$ cat config.mk
export PLATFORM = sky130hd
export DESIGN_NAME = if_id_fetch
export DESIGN_NICKNAME = d
export VERILOG_FILES = /design/src/rtl/riscv_pkg.sv /design/src/rtl/fetch_hold_buf.sv /design/src/rtl/if_id_fetch.sv
export SDC_FILE = /design/constraint.sdc
export NUM_CORES = 1
export LEC_CHECK = 0
export CAP_MARGIN = 20
export CORE_MARGIN = 2
export CORE_UTILIZATION = 49
export DETAILED_ROUTE_END_ITERATION = 16
export PLACE_DENSITY = 0.88
export SLEW_MARGIN = 20
export SYNTH_ARGS = -nofsm -noshare
export SYNTH_HDL_FRONTEND = slang
export SYNTH_SLANG_ARGS = --single-unit
$ cat constraint.sdc
create_clock -name clk -period 9.5 [get_ports clk]
set_input_delay 2.85 -clock clk [delete_from_list [all_inputs] [get_ports clk]]
set_output_delay 2.85 -clock clk [all_outputs]
set_load 0.005 [all_outputs]
$ cat src/rtl/riscv_pkg.sv
// Shared fetch-side types and constants: bubble word, default reset PC,
// fetch hold state and the IF/ID pipeline register layout.
package riscv_pkg;

  localparam logic [31:0] NOP_INST         = 32'h0000_0013;
  localparam logic [31:0] RESET_PC_DEFAULT = 32'h0000_0000;

  typedef enum logic {
    RUN  = 1'b0,
    HOLD = 1'b1
  } fetch_state_e;

  typedef struct packed {
    logic [31:0] inst;
    logic [31:0] pc;
    logic        valid;
  } ifid_t;

endpackage

$ cat src/rtl/fetch_hold_buf.sv
// Single-entry capture of the memory response during a decode stall, plus the
// RUN/HOLD state that selects between the live memory word and the held copy.
module fetch_hold_buf #(
  parameter logic [31:0] NOP_INST = riscv_pkg::NOP_INST
) (
  input  logic                   clk,
  input  logic                   reset,
  input  logic                   flush,
  input  logic                   stall,
  input  logic [31:0]            rdata,
  output logic [31:0]            word,
  output riscv_pkg::fetch_state_e state
);
  import riscv_pkg::*;

  fetch_state_e state_q;
  logic [31:0]  hold_q;

  // The memory word is only valid for one cycle, so the first stalled edge
  // grabs it; later stalled edges ignore whatever the memory drives.
  always_ff @(posedge clk or posedge reset) begin
    if (reset) begin
      state_q <= RUN;
      hold_q  <= NOP_INST;
    end else if (flush) begin
      state_q <= RUN;
      hold_q  <= NOP_INST;
    end else begin
      case (state_q)
        RUN: begin
          if (stall) begin
            hold_q  <= rdata;
            state_q <= HOLD;
          end
        end
        HOLD: begin
          if (!stall) state_q <= RUN;
        end
        default: state_q <= RUN;
      endcase
    end
  end

  assign word  = (state_q == HOLD) ? hold_q : rdata;
  assign state = state_q;

endmodule

$ cat src/rtl/if_id_fetch.sv
// Instruction fetch stage with IF/ID register: owns the fetch PC, tracks the
// word in flight from the synchronous instruction memory, stalls and redirects.
module if_id_fetch #(
  parameter logic [31:0] RESET_PC = riscv_pkg::RESET_PC_DEFAULT,
  parameter logic [31:0] NOP_INST = riscv_pkg::NOP_INST
) (
  input  logic        clk,
  input  logic        reset,
  output logic [31:0] imem_addr,
  input  logic [31:0] imem_rdata,
  input  logic        stall_d,
  input  logic        redirect_valid,
  input  logic [31:0] redirect_pc,
  output logic [31:0] inst_d,
  output logic [31:0] pc_d,
  output logic [31:0] pc_plus4_d,
  output logic        valid_d,
  output logic        misalign_fault,
  output logic [31:0] fetch_count
);
  import riscv_pkg::*;

  logic [31:0]  pc_f_q;
  logic [31:0]  resp_pc_q;
  logic         resp_valid_q;
  ifid_t        ifid_q;
  logic         misalign_q;
  logic [31:0]  count_q;
  logic [31:0]  resp_word;
  fetch_state_e fetch_state;
  logic         fetch_held;

  fetch_hold_buf #(
    .NOP_INST (NOP_INST)
  ) u_hold (
    .clk   (clk),
    .reset (reset),
    .flush (redirect_valid),
    .stall (stall_d),
    .rdata (imem_rdata),
    .word  (resp_word),
    .state (fetch_state)
  );

  assign fetch_held = (fetch_state == HOLD);

  // During HOLD the fetch PC is frozen, so the memory keeps returning the word
  // for pc_f_q and the release edge can treat it as the next response.
  always_ff @(posedge clk or posedge reset) begin
    if (reset) begin
      pc_f_q       <= RESET_PC;
      resp_pc_q    <= 32'h0;
      resp_valid_q <= 1'b0;
      ifid_q       <= '{inst: NOP_INST, pc: 32'h0, valid: 1'b0};
      misalign_q   <= 1'b0;
      count_q      <= 32'h0;
    end else begin
      misalign_q <= 1'b0;
      if (redirect_valid) begin
        pc_f_q       <= {redirect_pc[31:2], 2'b00};
        resp_valid_q <= 1'b0;
        ifid_q.inst  <= NOP_INST;
        ifid_q.valid <= 1'b0;
        misalign_q   <= (redirect_pc[1:0] != 2'b00);
      end else if (!stall_d) begin
        ifid_q.inst  <= resp_valid_q ? resp_word : NOP_INST;
        ifid_q.pc    <= resp_pc_q;
        ifid_q.valid <= resp_valid_q;
        resp_pc_q    <= pc_f_q;
        resp_valid_q <= 1'b1;
        pc_f_q       <= pc_f_q + 32'd4;
        if (resp_valid_q) count_q <= count_q + 32'd1;
      end
    end
  end

  assign imem_addr      = pc_f_q;
  assign inst_d         = ifid_q.inst;
  assign pc_d           = ifid_q.pc;
  assign pc_plus4_d     = ifid_q.pc + 32'd4;
  assign valid_d        = ifid_q.valid;
  assign misalign_fault = misalign_q;
  assign fetch_count    = count_q;

  // Hold state is visible for debug probing; it does not alter top-level datapath.
  logic unused_held;
  assign unused_held = fetch_held;

endmodule

# Word level (Yosys, flattened, before mapping)
# Index checks and enable logic that the tools add are counted.
[totals]
ff_bits = 196
latchBits = 0
ramBits = 0
romBits = 0
input_bits = 68
n_memories = 0
[classes]
n_addsub = 3
mul = 0
div = 0
order_cmp = 0
eq_ne = 2
n_shift = 0
mux = 15
n_bitwise = 2
n_reduce_logical = 5
[ops]
columns = ["op", "n"]
rows = [
  ["$mux 32", 8],
  ["$mux 65", 1],
  ["$add 32x3->32 const B", 2],
  ["$add 32x1->32 const B", 1],
  ["$mux 1", 6],
  ["$reduce_and 2->1", 2],
  ["$reduce_bool 2->1", 2],
  ["$reduce_and 3->1", 1],
  ["$ne 2x1->1 const B", 1],
  ["$ne 2x2->1 const B", 1],
  ["$not 1->1", 2],
]

# Logic depth before layout (Yosys ltp)
# Gate-level depths: netlist (run 1).
[depth]
depth_word = 4
mapped_depth = 7
ltp_nobuf = 5

# By module
# Synthesis (run 1) repeated with hierarchy kept, for this count alone.
[hier_totals]
cells_unflattened = 823
hier_area_um2 = 9496.6
[modules_own_cells]
columns = ["mod", "instances", "cells_each", "area_per_inst_um2", "seq_area_each_um2"]
rows = [
  ["if_id_fetch", 1, 639, 7327.0, 3932.5],
  ["fetch_hold_buf", 1, 184, 2169.6, 829.5],
]

# Worst setup path after synthesis (run 1)
# No wires, ideal clock.
[synth_timing]
kind = "in2reg"
from = "input port redirect_valid"
to = "register count_q[31], in the netlist fetch_count[31]"
arrival_time_ps = 4316
slack_ps = 5061
stages = 5
path_buffers = 1
path_cell_list = "or3b_2 buf_2 nor4_1 nand4_1 xnor2_1"
[synth_between]
elab_chain_len = 2
[synth_lines]
columns = ["item", "line_no", "source"]
rows = [
  ["from (decl)", "if_id_fetch.sv:12", "input logic redirect_valid,"],
  ["$not 1->1 (no source line)", "n/a", ""],
  ["$reduce_and 3->1 (no source line)", "n/a", ""],
  ["to (signal assigned)", "if_id_fetch.sv:72", "if (resp_valid_q) count_q <= count_q + 32'd1;"],
  ["to (decl)", "if_id_fetch.sv:28", "logic [31:0] count_q;"],
]
# Every way passes these cells.
# A chain may end at the register's enable or synchronous reset.

# Worst setup path in the final report (run 1)
[layout_timing]
from = "register ifid_q, in the netlist pc_d[3]"
to = "output port pc_plus4_d[24]"
[layout_between]
elab_chain_len = 1
[layout_lines]
columns = ["item", "line_no", "source"]
rows = [
  ["from (decl)", "if_id_fetch.sv:26", "ifid_t ifid_q;"],
  ["from (signal assigned)", "if_id_fetch.sv:54", "ifid_q <= '{inst: NOP_INST, pc: 32'h0, valid: 1'b0};"],
  ["$add 32x3->32", "if_id_fetch.sv:80", "assign pc_plus4_d = ifid_q.pc + 32'd4;"],
  ["to (decl)", "if_id_fetch.sv:16", "output logic [31:0] pc_plus4_d,"],
]
# Every way passes these cells.

==> results.json, run 1 <==
{
  "outcome": "completed",
  "initial_utilization_pct": 49.53,
  "cts.clk_slew.worst_paths_ps": 70,
  "antenna_found_initial": 1,
  "clk_latency_ps": 430,
  "final_common_cell": "clkdlybuf4s50_1",
  "totalPowerFinal_mw": 2.177,
  "start_kind": "register",
  "max-cap-violations": 0,
  "setup_tns_ps": 0,
  "ff2ff_setup_slack_ps": 7070,
  "ys_async_sr_fraction_pct": 100.0,
  "synth-edff-count": 0,
  "die-width_um": 138.3,
  "hold_viol_final": 0,
  "hpwl_um": 14990,
  "cts_setup_buffers": 0,
  "avgSynthCellArea_um2": 10.41,
  "grt_pass1_wl_um": 36650,
  "ant_nets": 0,
  "dieArea_mm2": 0.01913,
  "rows": 49,
  "fmax_mhz": 178.7,
  "synth_cell_type_count": 43,
  "postSynthCellCount": 849,
  "slew_violations": 0,
  "holdBufCountCts": 0,
  "ys.flop_type": "dfrtp_1",
  "cts_tree": "yes",
  "power_density_mw_per_mm2": 184.2,
  "r2r_end": "fetch_count[27]$_DFFE_PP0P_",
  "hold_end": "inst_d[23]$_DFFE_PP0N_",
  "ctsResizeCount": 0,
  "relSlewSlack_pct": 29.84,
  "clockBufferDepth": 2,
  "finalCriticalPeriod_ps": 5595,
  "h-tree-depth": 4,
  "syn_area_mm2": 0.008837,
  "rsz0062_at_grt": "false",
  "die_h_um": 138.3,
  "finalCritPeriodShare_pct": 58.90,
  "via_count": 7226,
  "r2r-start": "resp_valid_q$_DFFE_PP0N_",
  "clock_sinks": 190,
  "grt_overflow_total": 0,
  "drtPass1Iterations": 5,
  "ys_ff_latch": 190,
  "drt_iter0_markers": 560,
  "coreArea_mm2": 0.01784,
  "multi_input_area_mm2": 0.003821,
  "final.fill_count": 1361,
  "seq_area_frac_synth_pct": 53.89,
  "end_kind": "primary output",
  "grt_usage_pct": 23.47,
  "min_from": "inst_d[23]$_DFFE_PP0N_",
  "vdd_ir_drop_max_v": 0.0001245,
  "skew_ps": 12.96,
  "grt_pass1_vias": 7071,
  "worstPathRequired_ps": 6650,
  "nets": 1121,
  "routed_wl_um": 22030,
  "reg2reg_depth": 4,
  "numCtsBuffers": 17,
  "worst-setup-path-type": "reg2out",
  "worst_pin_slew_ps": 1051,
  "p_leak_nw": 4.824,
  "drc": 0,
  "area_growth_pct": 33.71,
  "wl_per_cell_um": 17.04,
  "critPathMaxFanout": 9,
  "grt_max_degree": 116,
  "worstHoldPathCells": 2,
  "cp.arrival_ps": 2750,
  "clock-root-buffer": "clkbuf_16",
  "final_cell_mix": "222 x clkdlybuf4s50_1, 183 x dfrtp_1, 148 x nand2_1, 55 x mux2_2, 53 x xnor2_1",
  "io_buffers": 223,
  "viasPerCell": 5.589,
  "seqCellArea_mm2": 0.004763,
  "drive_above_1_share_pct": 10.35,
  "setup_viol": 0,
  "ios": 230,
  "gp_congestion": 0.8325,
  "synth-warning-count": 0,
  "hp-class": "reg2reg"
}
==> critical path: stages, from the launching register on <==
cell	delay, ps
dfrtp_1	430
ha_1	210
and3_1	260
nand4_1	400
nor3_1	360
xor2_1	160
clkdlybuf4s50_1	510
==> cell usage after synthesis, types with 2 or more instances <==
library cell | count | share of area, %
or3_1 | 4 | 0.28
nor3_1 | 12 | 0.68
dfrtp_1 | 184 | 52
and4_1 | 10 | 0.99
clkbuf_1 | 36 | 1.5
xor2_1 | 18 | 1.8
or4_4 | 2 | 0.25
buf_2 | 3 | 0.17
and2_1 | 4 | 0.28
mux2i_1 | 33 | 3.7
or4_1 | 14 | 1.2
nor4_1 | 8 | 0.57
nor3b_1 | 3 | 0.25
mux2_2 | 55 | 7.0
dfstp_2 | 6 | 1.8
nand2_1 | 148 | 6.3
buf_4 | 6 | 0.51
ha_1 | 3 | 0.42
o31ai_1 | 8 | 0.68
nor2b_1 | 2 | 0.14
nand3_1 | 36 | 2.0
a31oi_1 | 10 | 0.71
o211ai_1 | 4 | 0.34
xnor2_1 | 53 | 5.3
a21oi_1 | 33 | 1.9
buf_1 | 6 | 0.25
nor2_1 | 32 | 1.4
inv_1 | 16 | 0.68
o21ai_0 | 49 | 2.8
nand4_1 | 31 | 2.2
and3_1 | 8 | 0.57
==> state kept, by name, summed over array words and instances, names as in the netlist, 30 cells and up <==
name / count
imem_addr: 30
u_hold.hold_q: 32
fetch_count: 32
inst_d: 32
pc_d: 30
resp_pc_q: 30
==> logic make-up (layout without fill, tap and decap cells) <==
family | Yosys count | after routing | share of synthesized area, %
AO/OA/AOI/OAI | 109 | 109 | 6.881
XOR/XNOR | 71 | 71 | 7.037
adder cells (fa/ha/maj) | 3 | 3 | 0.4248
buffers and inverters | 68 | 277 | 3.270
flip-flops | 190 | 190 | 53.89
multiplexers | 88 | 88 | 10.75
other | 1 | 7 | 0.04243
AND/OR/NAND/NOR | 319 | 319 | 17.71
==> worst max path at each step <==
| stage | end | slack (ps) | cells past startpoint | from |
|---|---|---|---|---|
| 3_3_place_gp | fetch_count[31]$_DFFE_PP0P_ | 3890 | 5 | stall_d |
| 6_report | pc_plus4_d[24] | 3900 | 6 | pc_d[3]$_DFFE_PP0P_ |
| 4_1_cts | pc_plus4_d[28] | 3890 | 6 | pc_d[3]$_DFFE_PP0P_ |
| 2_1_floorplan | fetch_count[0]$_DFFE_PP0P_ | 1490 | 1 | reset |
| 5_1_grt | pc_plus4_d[24] | 3600 | 6 | pc_d[3]$_DFFE_PP0P_ |
| 3_5_place_dp | fetch_count[25]$_DFFE_PP0P_ | 3740 | 5 | stall_d |
==> where the power goes <==
part	leakage, nW	switching [mW]	internal (mW)
Clock	0.296	0.334	0.398
Combinational	2.11	0.152	0.278
Sequential	2.42	0.114	0.900
Total	4.82	0.601	1.58
==> layer usage <==
layer / part of all wire [%] / up-vias / wire (um) / global-route usage (%)
met5: 0 / - / 0 / 0
met4: 1.9 / 0 / 422 / 7.358
met1: 42 / 3567 / 9273 / 30.45
li1: - / 3358 / - / -
met3: 6.2 / 32 / 1368 / 5.646
met2: 50 / 269 / 10970 / 39.24
==> cell type report <==
cell class / count / area share, %
Sequential cell: 190 / 40.31
Inverter: 16 / 0.5718
Tap cell: 229 / 2.425
Antenna cell: 1 / 0.02118
Clock inverter: 15 / 1.504
Timing Repair Buffer: 229 / 19.23
Multi-Input combinational cell: 596 / 32.34
Clock buffer: 17 / 3.600
==> per-stage QoR <==
| step | hold slack (ps) | cells | worst slack, ps | utilization [%] | area (um^2) |
|---|---|---|---|---|---|
| 2_1_floorplan | 446.0 | 854 | 1489 | - | 8856 |
| 3_3_place_gp | 455.7 | 1260 | 3889 | 62.84 | 11210 |
| 3_5_place_dp | 463.2 | 1260 | 3735 | 62.84 | 11210 |
| 4_1_cts | 486.4 | 1292 | 3893 | 66.22 | 11810 |
| 5_1_grt | 497.6 | 1293 | 3598 | 66.23 | 11820 |
| 6_report | 480.5 | 1293 | 3905 | 66.23 | 11820 |
Note: power is estimated with default switching activity, not from simulation.
==> run 2, diff against run 1 <==
==> constraint.sdc (replaced) <==
create_clock -name clk -period 5.4 [get_ports clk]
set_input_delay 1.62 -clock clk [delete_from_list [all_inputs] [get_ports clk]]
set_output_delay 1.62 -clock clk [all_outputs]
set_load 0.005 [all_outputs]
==> run 2 against run 1 <==
Flip-flop and latch count did not move. Critical path type unchanged. Largest power group unchanged. Final cell count increased by 0.46%. Clock skew shrank 4.9 ps. Clock-buffer cell count up 2. Non-clock buffer count increased by 6. Critical endpoint unchanged. First-iteration DRC count shrank 16%.
==> results.json, run 2 (synthesis results as in run 1) <==
{
  "outcome": "completed",
  "hold_end": "inst_d[18]$_DFFE_PP0N_",
  "relSlewSlack_pct": 26.70,
  "worstHoldPathCells": 2,
  "ios": 230,
  "viasPerCell": 5.606,
  "ff2ff_setup_slack_ps": 2990,
  "hold_viol_final": 0,
  "p_leak_nw": 4.850,
  "cp.arrival_ps": 2720,
  "place_ws_ps": 1094,
  "gp_congestion": 0.8368,
  "end_kind": "primary output",
  "final_cell_mix": "222 x clkdlybuf4s50_1, 183 x dfrtp_1, 148 x nand2_1, 55 x mux2_2, 53 x xnor2_1",
  "ant_nets": 0,
  "final_common_cell": "clkdlybuf4s50_1",
  "nets": 1127,
  "ctsResizeCount": 0,
  "vdd_ir_drop_max_v": 0.0002143,
  "min_from": "inst_d[18]$_DFFE_PP0N_",
  "finalCriticalPeriod_ps": 4338,
  "r2r-start": "resp_valid_q$_DFFE_PP0N_",
  "die-width_um": 138.3,
  "setup_viol": 0,
  "via_count": 7282,
  "multi_input_area_mm2": 0.003821,
  "path_cells": "ha_1 -> and3_1 -> nand4_1 -> nor3_1 -> xor2_1 -> clkdlybuf4s50_1",
  "start_kind": "register",
  "max-cap-violations": 0,
  "initial_utilization_pct": 49.53,
  "cts_tree": "yes",
  "clock_sinks": 190,
  "reg2reg_depth": 4,
  "skew_ps": 8.039,
  "rsz0062_at_grt": "false",
  "holdBufCountCts": 0,
  "hp-class": "reg2reg",
  "drive_above_1_share_pct": 10.76,
  "die_h_um": 138.3,
  "cts_setup_buffers": 0,
  "worst-setup-path-type": "reg2out",
  "critical-path-max-stage-delay_ps": 510,
  "power_density_mw_per_mm2": 322.2,
  "routed_wl_um": 22200,
  "r2r_end": "fetch_count[25]$_DFFE_PP0P_",
  "io_buffers": 223,
  "critPathMaxFanout": 9,
  "worst_pin_slew_ps": 1098,
  "grt_max_degree": 88,
  "clock-root-buffer": "clkbuf_16",
  "coreArea_mm2": 0.01784,
  "final_util_pct": 66.64,
  "clockBufferDepth": 2,
  "setup_tns_ps": 0,
  "seqCellArea_mm2": 0.004763,
  "dieArea_mm2": 0.01913,
  "wl_per_cell_um": 17.09,
  "slew_violations": 0,
  "totalPowerFinal_mw": 3.830,
  "hpwl_um": 15030,
  "grt_pass1_vias": 6968,
  "area_growth_pct": 34.53,
  "finalCritPeriodShare_pct": 80.33,
  "grt_pass1_wl_um": 36380,
  "drt_iter0_markers": 469,
  "drtPass1Iterations": 5,
  "rows": 49,
  "path_delay_family": "simple AND/OR/NAND/NOR gates",
  "clk_latency_ps": 430,
  "worstPathRequired_ps": 3780,
  "drc": 0,
  "antenna_found_initial": 1,
  "h-tree-depth": 4,
  "crit_slowest_cell": "clkdlybuf4s50_1",
  "crit_buf_inv": 1,
  "cts.clk_slew.worst_paths_ps": 70,
  "final.fill_count": 1340,
  "fmax_mhz": 230.5,
  "grt_usage_pct": 23.24,
  "fin_ws_ps": 1062,
  "numCtsBuffers": 17,
  "grt_overflow_total": 0
}
## run 2: cell types whose count changed in the layout (fill, tap and decap cells not counted), sizes merged
cell | previous run | this run
buf | 7 | 13
clkinv | 5 | 2
clkinvlp | 1 | 4
clkbuf | 17 | 19
inv | 23 | 21
## run 2: layout make-up
cell class              count  area share (%)
inverters                  16          0.5367
diodes                      1         0.02105
clock buffers              19           3.726
multi-input cells         596           32.14
flip-flops and latches    190           40.07
repair buffers            235           19.81
well taps                 229           2.410
clock inverters            13           1.294
## run 2: how the worst max path moves through the flow
stage	from	to	slack [ps]	depth (start not counted)
2_1_floorplan	reset	fetch_count[0]$_DFFE_PP0P_	1340	1
3_3_place_gp	stall_d	fetch_count[29]$_DFFE_PP0P_	1220	6
3_5_place_dp	stall_d	fetch_count[25]$_DFFE_PP0P_	1090	6
4_1_cts	pc_d[2]$_DFFE_PP0P_	pc_plus4_d[24]	1040	6
5_1_grt	pc_d[2]$_DFFE_PP0P_	pc_plus4_d[24]	850	6
6_report	pc_d[2]$_DFFE_PP0P_	pc_plus4_d[24]	1060	6
## run 2: worst min-delay path: stages (launching register included)
cell and delay, ps:
dfrtp_1 340, nand2_1 40, o21ai_0 60
## run 2: metrics by stage
stage | instance area, um^2 | cells | hold slack, ps
2_1_floorplan | 8860 | 854 | 446.0
3_3_place_gp | 11270 | 1265 | 460.1
3_5_place_dp | 11270 | 1265 | 466.0
4_1_cts | 11870 | 1297 | 485.2
5_1_grt | 11890 | 1299 | 500.7
6_report | 11890 | 1299 | 478.5
## run 2: layer usage
layer  GRT usage (%)  vias to the layer above  wire [um]
li1                -                     3369          -
met1           30.20                     3600       9324
met2           38.61                      275      11000
met3           5.473                       38       1429
met4           7.948                        0        448
met5               0                        -          0
## run 2: power by group
group	internal [mW]	leakage [nW]	total [mW]	switching, mW
clock	0.707	0.285	1.28	0.569
sequential	1.58	2.42	1.78	0.194
combinational	0.496	2.15	0.776	0.280
total	2.79	4.85	3.83	1.04
==> run 3, diff against run 2 <==
--- a/config.mk
+++ b/config.mk
@@ -7,9 +7,9 @@
 export LEC_CHECK = 0
 export CAP_MARGIN = 20
 export CORE_MARGIN = 2
-export CORE_UTILIZATION = 49
+export CORE_UTILIZATION = 44
 export DETAILED_ROUTE_END_ITERATION = 16
-export PLACE_DENSITY = 0.88
+export PLACE_DENSITY = 0.84
 export SLEW_MARGIN = 20
 export SYNTH_ARGS = -nofsm -noshare
 export SYNTH_HDL_FRONTEND = slang
==> constraint.sdc (replaced) <==
create_clock -name clk -period 3.7 [get_ports clk]
set_input_delay 1.11 -clock clk [delete_from_list [all_inputs] [get_ports clk]]
set_output_delay 1.11 -clock clk [all_outputs]
set_load 0.005 [all_outputs]
==> run 3 against run 2 <==
Clock skew up 1.1 ps. Final cell count up 3.2%. Global-route usage down 2.0 points. Sequential power up 46%. Die area up 11%. Flip-flop and latch count unchanged. Worst hold slack better by 3.2 ps. Setup slack worse by 970 ps. Highest routed layer unchanged. Largest cell class unchanged. Wire length up 1.3%. Largest power group unchanged. Clock power up 38%. Combinational power up 47%.
==> results.json, run 3 (synthesis results as in run 1) <==
{
  "finalCritPeriodShare_pct": 97.54,
  "critical-path-max-stage-delay_ps": 510,
  "p_clk_share_pct": 32.1,
  "drive_above_1_share_pct": 12.55,
  "via_count": 7275,
  "min_from": "inst_d[18]$_DFFE_PP0N_",
  "final_cell_mix": "222 x clkdlybuf4s50_1, 180 x dfrtp_1, 148 x nand2_1, 55 x mux2_2, 53 x xnor2_1",
  "gp_congestion": 0.8555,
  "power_density_mw_per_mm2": 459.0,
  "antenna_found_initial": 0,
  "met2_usage_pct": 35.33,
  "ant_nets": 0,
  "seq_power_share_pct": 47.3,
  "worstPathRequired_ps": 2590,
  "busiest_layer": "met2",
  "ff2ff_setup_slack_ps": 1510,
  "nets": 1135,
  "path_delay_family": "simple AND/OR/NAND/NOR gates",
  "crit_buf_inv": 2,
  "clockBufferDepth": 2,
  "r2r-start": "imem_addr[19]$_DFFE_PP0N_",
  "vdd_ir_drop_max_v": 0.0002989,
  "worst-setup-path-type": "reg2out",
  "path_cells": "and4_2 -> nand4_1 -> buf_4 -> nor3b_1 -> xor2_1 -> clkdlybuf4s50_1",
  "die_h_um": 145.7,
  "dieArea_mm2": 0.02123,
  "design_area_mm2": 0.01200,
  "numCtsBuffers": 17,
  "p_leak_nw": 4.866,
  "hpwl_um": 15720,
  "finalCriticalPeriod_ps": 3609,
  "intPower_mw": 3.948,
  "cts.clk_slew.worst_paths_ps": 70,
  "r2r_end": "imem_addr[31]$_DFFE_PP0N_",
  "relSlewSlack_pct": 31.69,
  "wl_per_cell_um": 16.77,
  "hp-class": "reg2reg",
  "max-cap-violations": 0,
  "clk_latency_ps": 420,
  "start_kind": "register",
  "p_sw_mw": 1.560,
  "clock_sinks": 190,
  "end_kind": "primary output",
  "io_buffers": 223,
  "grt_util_met1_pct": 27.91,
  "cts_tree": "yes",
  "grt_usage_pct": 21.26,
  "clock-root-buffer": "clkbuf_16",
  "grt_overflow_total": 0,
  "final_common_cell": "clkdlybuf4s50_1",
  "h-tree-depth": 4,
  "ios": 230,
  "antenna_cells": 0,
  "grt_pass1_vias": 7159,
  "met3_usage_pct": 4.796,
  "slew_violations": 0,
  "grt_pass1_wl_um": 37040,
  "cp.depth": 6,
  "skew_ps": 9.112,
  "coreArea_mm2": 0.01959,
  "critPathMaxFanout": 8,
  "fmax_mhz": 277.1,
  "worst_pin_slew_ps": 1025,
  "cp.arrival_ps": 2500,
  "drc": 0,
  "crit_slowest_cell": "clkdlybuf4s50_1",
  "placed_cell_area_mm2": 0.01137,
  "rows": 51,
  "drtPass1Iterations": 6,
  "hold_viol_final": 0,
  "routed_wl_um": 22490,
  "viasPerCell": 5.425,
  "final_util_pct": 61.24,
  "die-width_um": 145.7,
  "switching_share_pct": 28.32,
  "area_growth_pct": 35.76,
  "initial_utilization_pct": 45.11,
  "worstHoldPathCells": 2,
  "power_frac_comb_pct": 20.7,
  "grt_max_degree": 85,
  "outcome": "completed",
  "drt_iter0_markers": 476,
  "setup_viol": 0,
  "reg2reg_depth": 4,
  "hold_end": "inst_d[18]$_DFFE_PP0N_"
}
==> run 3: cell count changes in the layout (fill, tap and decap cells not counted), moves of 3 or more <==
cell      before  now
buf_4          9   17
clkinv_4       1    4
dfrtp_1      183  180
dfrtp_2        1    4
inv_6          4    1
nor3_1        12    8
nor3_2         0    4
==> run 3: worst max path at each step <==
stage | from | endpoint
after floorplan | reset | fetch_count[0]$_DFFE_PP0P_
after global placement | pc_d[2]$_DFFE_PP0P_ | pc_plus4_d[24]
after CTS | pc_d[3]$_DFFE_PP0P_ | pc_plus4_d[24]
final | pc_d[16]$_DFFE_PP0P_ | pc_plus4_d[27]
after global routing | pc_d[16]$_DFFE_PP0P_ | pc_plus4_d[27]
after detailed placement | pc_d[3]$_DFFE_PP0P_ | pc_plus4_d[24]
==> run 3: area by class of cell <==
class | count | area, um^2
Clock buffer | 18 | 439.2
Fill cell | 1602 | 7592
Inverter | 16 | 63.81
Timing Repair Buffer | 243 | 2415
Clock inverter | 13 | 127.6
Tap cell | 265 | 331.6
Multi-Input combinational cell | 596 | 3854
Sequential cell | 190 | 4767
==> run 3: worst min-delay path, stage by stage, from the launching register on <==
cell	delay [ps]
dfrtp_1	340
nand2_1	50
o21ai_0	60
==> run 3: power by group through the flow <==
stage          clock (mW)  combinational (mW)  sequential (mW)
2_1_floorplan           0               0.474             2.56
3_3_place_gp            0                1.11             2.61
3_5_place_dp            0                1.14             2.64
4_1_cts              1.81                1.15             2.60
5_1_grt              1.88                1.24             2.64
6_report             1.77                1.14             2.60
==> run 3: repair_timing <==
action / CTS / global route
endpoints found under the setup margin: 9 / 8
hold buffers: 0 / 0
hold endpoints to repair: 0 / 0
pin swaps: 2 / 0
gates cloned: 0 / 0
resized for setup: 0 / 12
buffers inserted: 2 / 1
==> run 3: per-stage QoR <==
step	TNS [ps]	std cells	total power, mW	setup WS [ps]	hold WS, ps
5_1_grt	-17.68	1341	5.762	-13.73	504.6
2_1_floorplan	0	854	3.035	146.4	446.0
3_3_place_gp	0	1307	3.720	384.6	457.1
4_1_cts	0	1340	5.551	56.24	486.3
3_5_place_dp	0	1307	3.777	232.2	473.9
6_report	0	1341	5.507	91.14	481.6
==> run 3: metal layers <==
metal | part of all wire [%] | vias to the layer above
met4 | 1.6 | 0
met5 | 0 | -
met3 | 6.8 | 33
met1 | 42 | 3584
li1 | - | 3391
met2 | 49 | 267
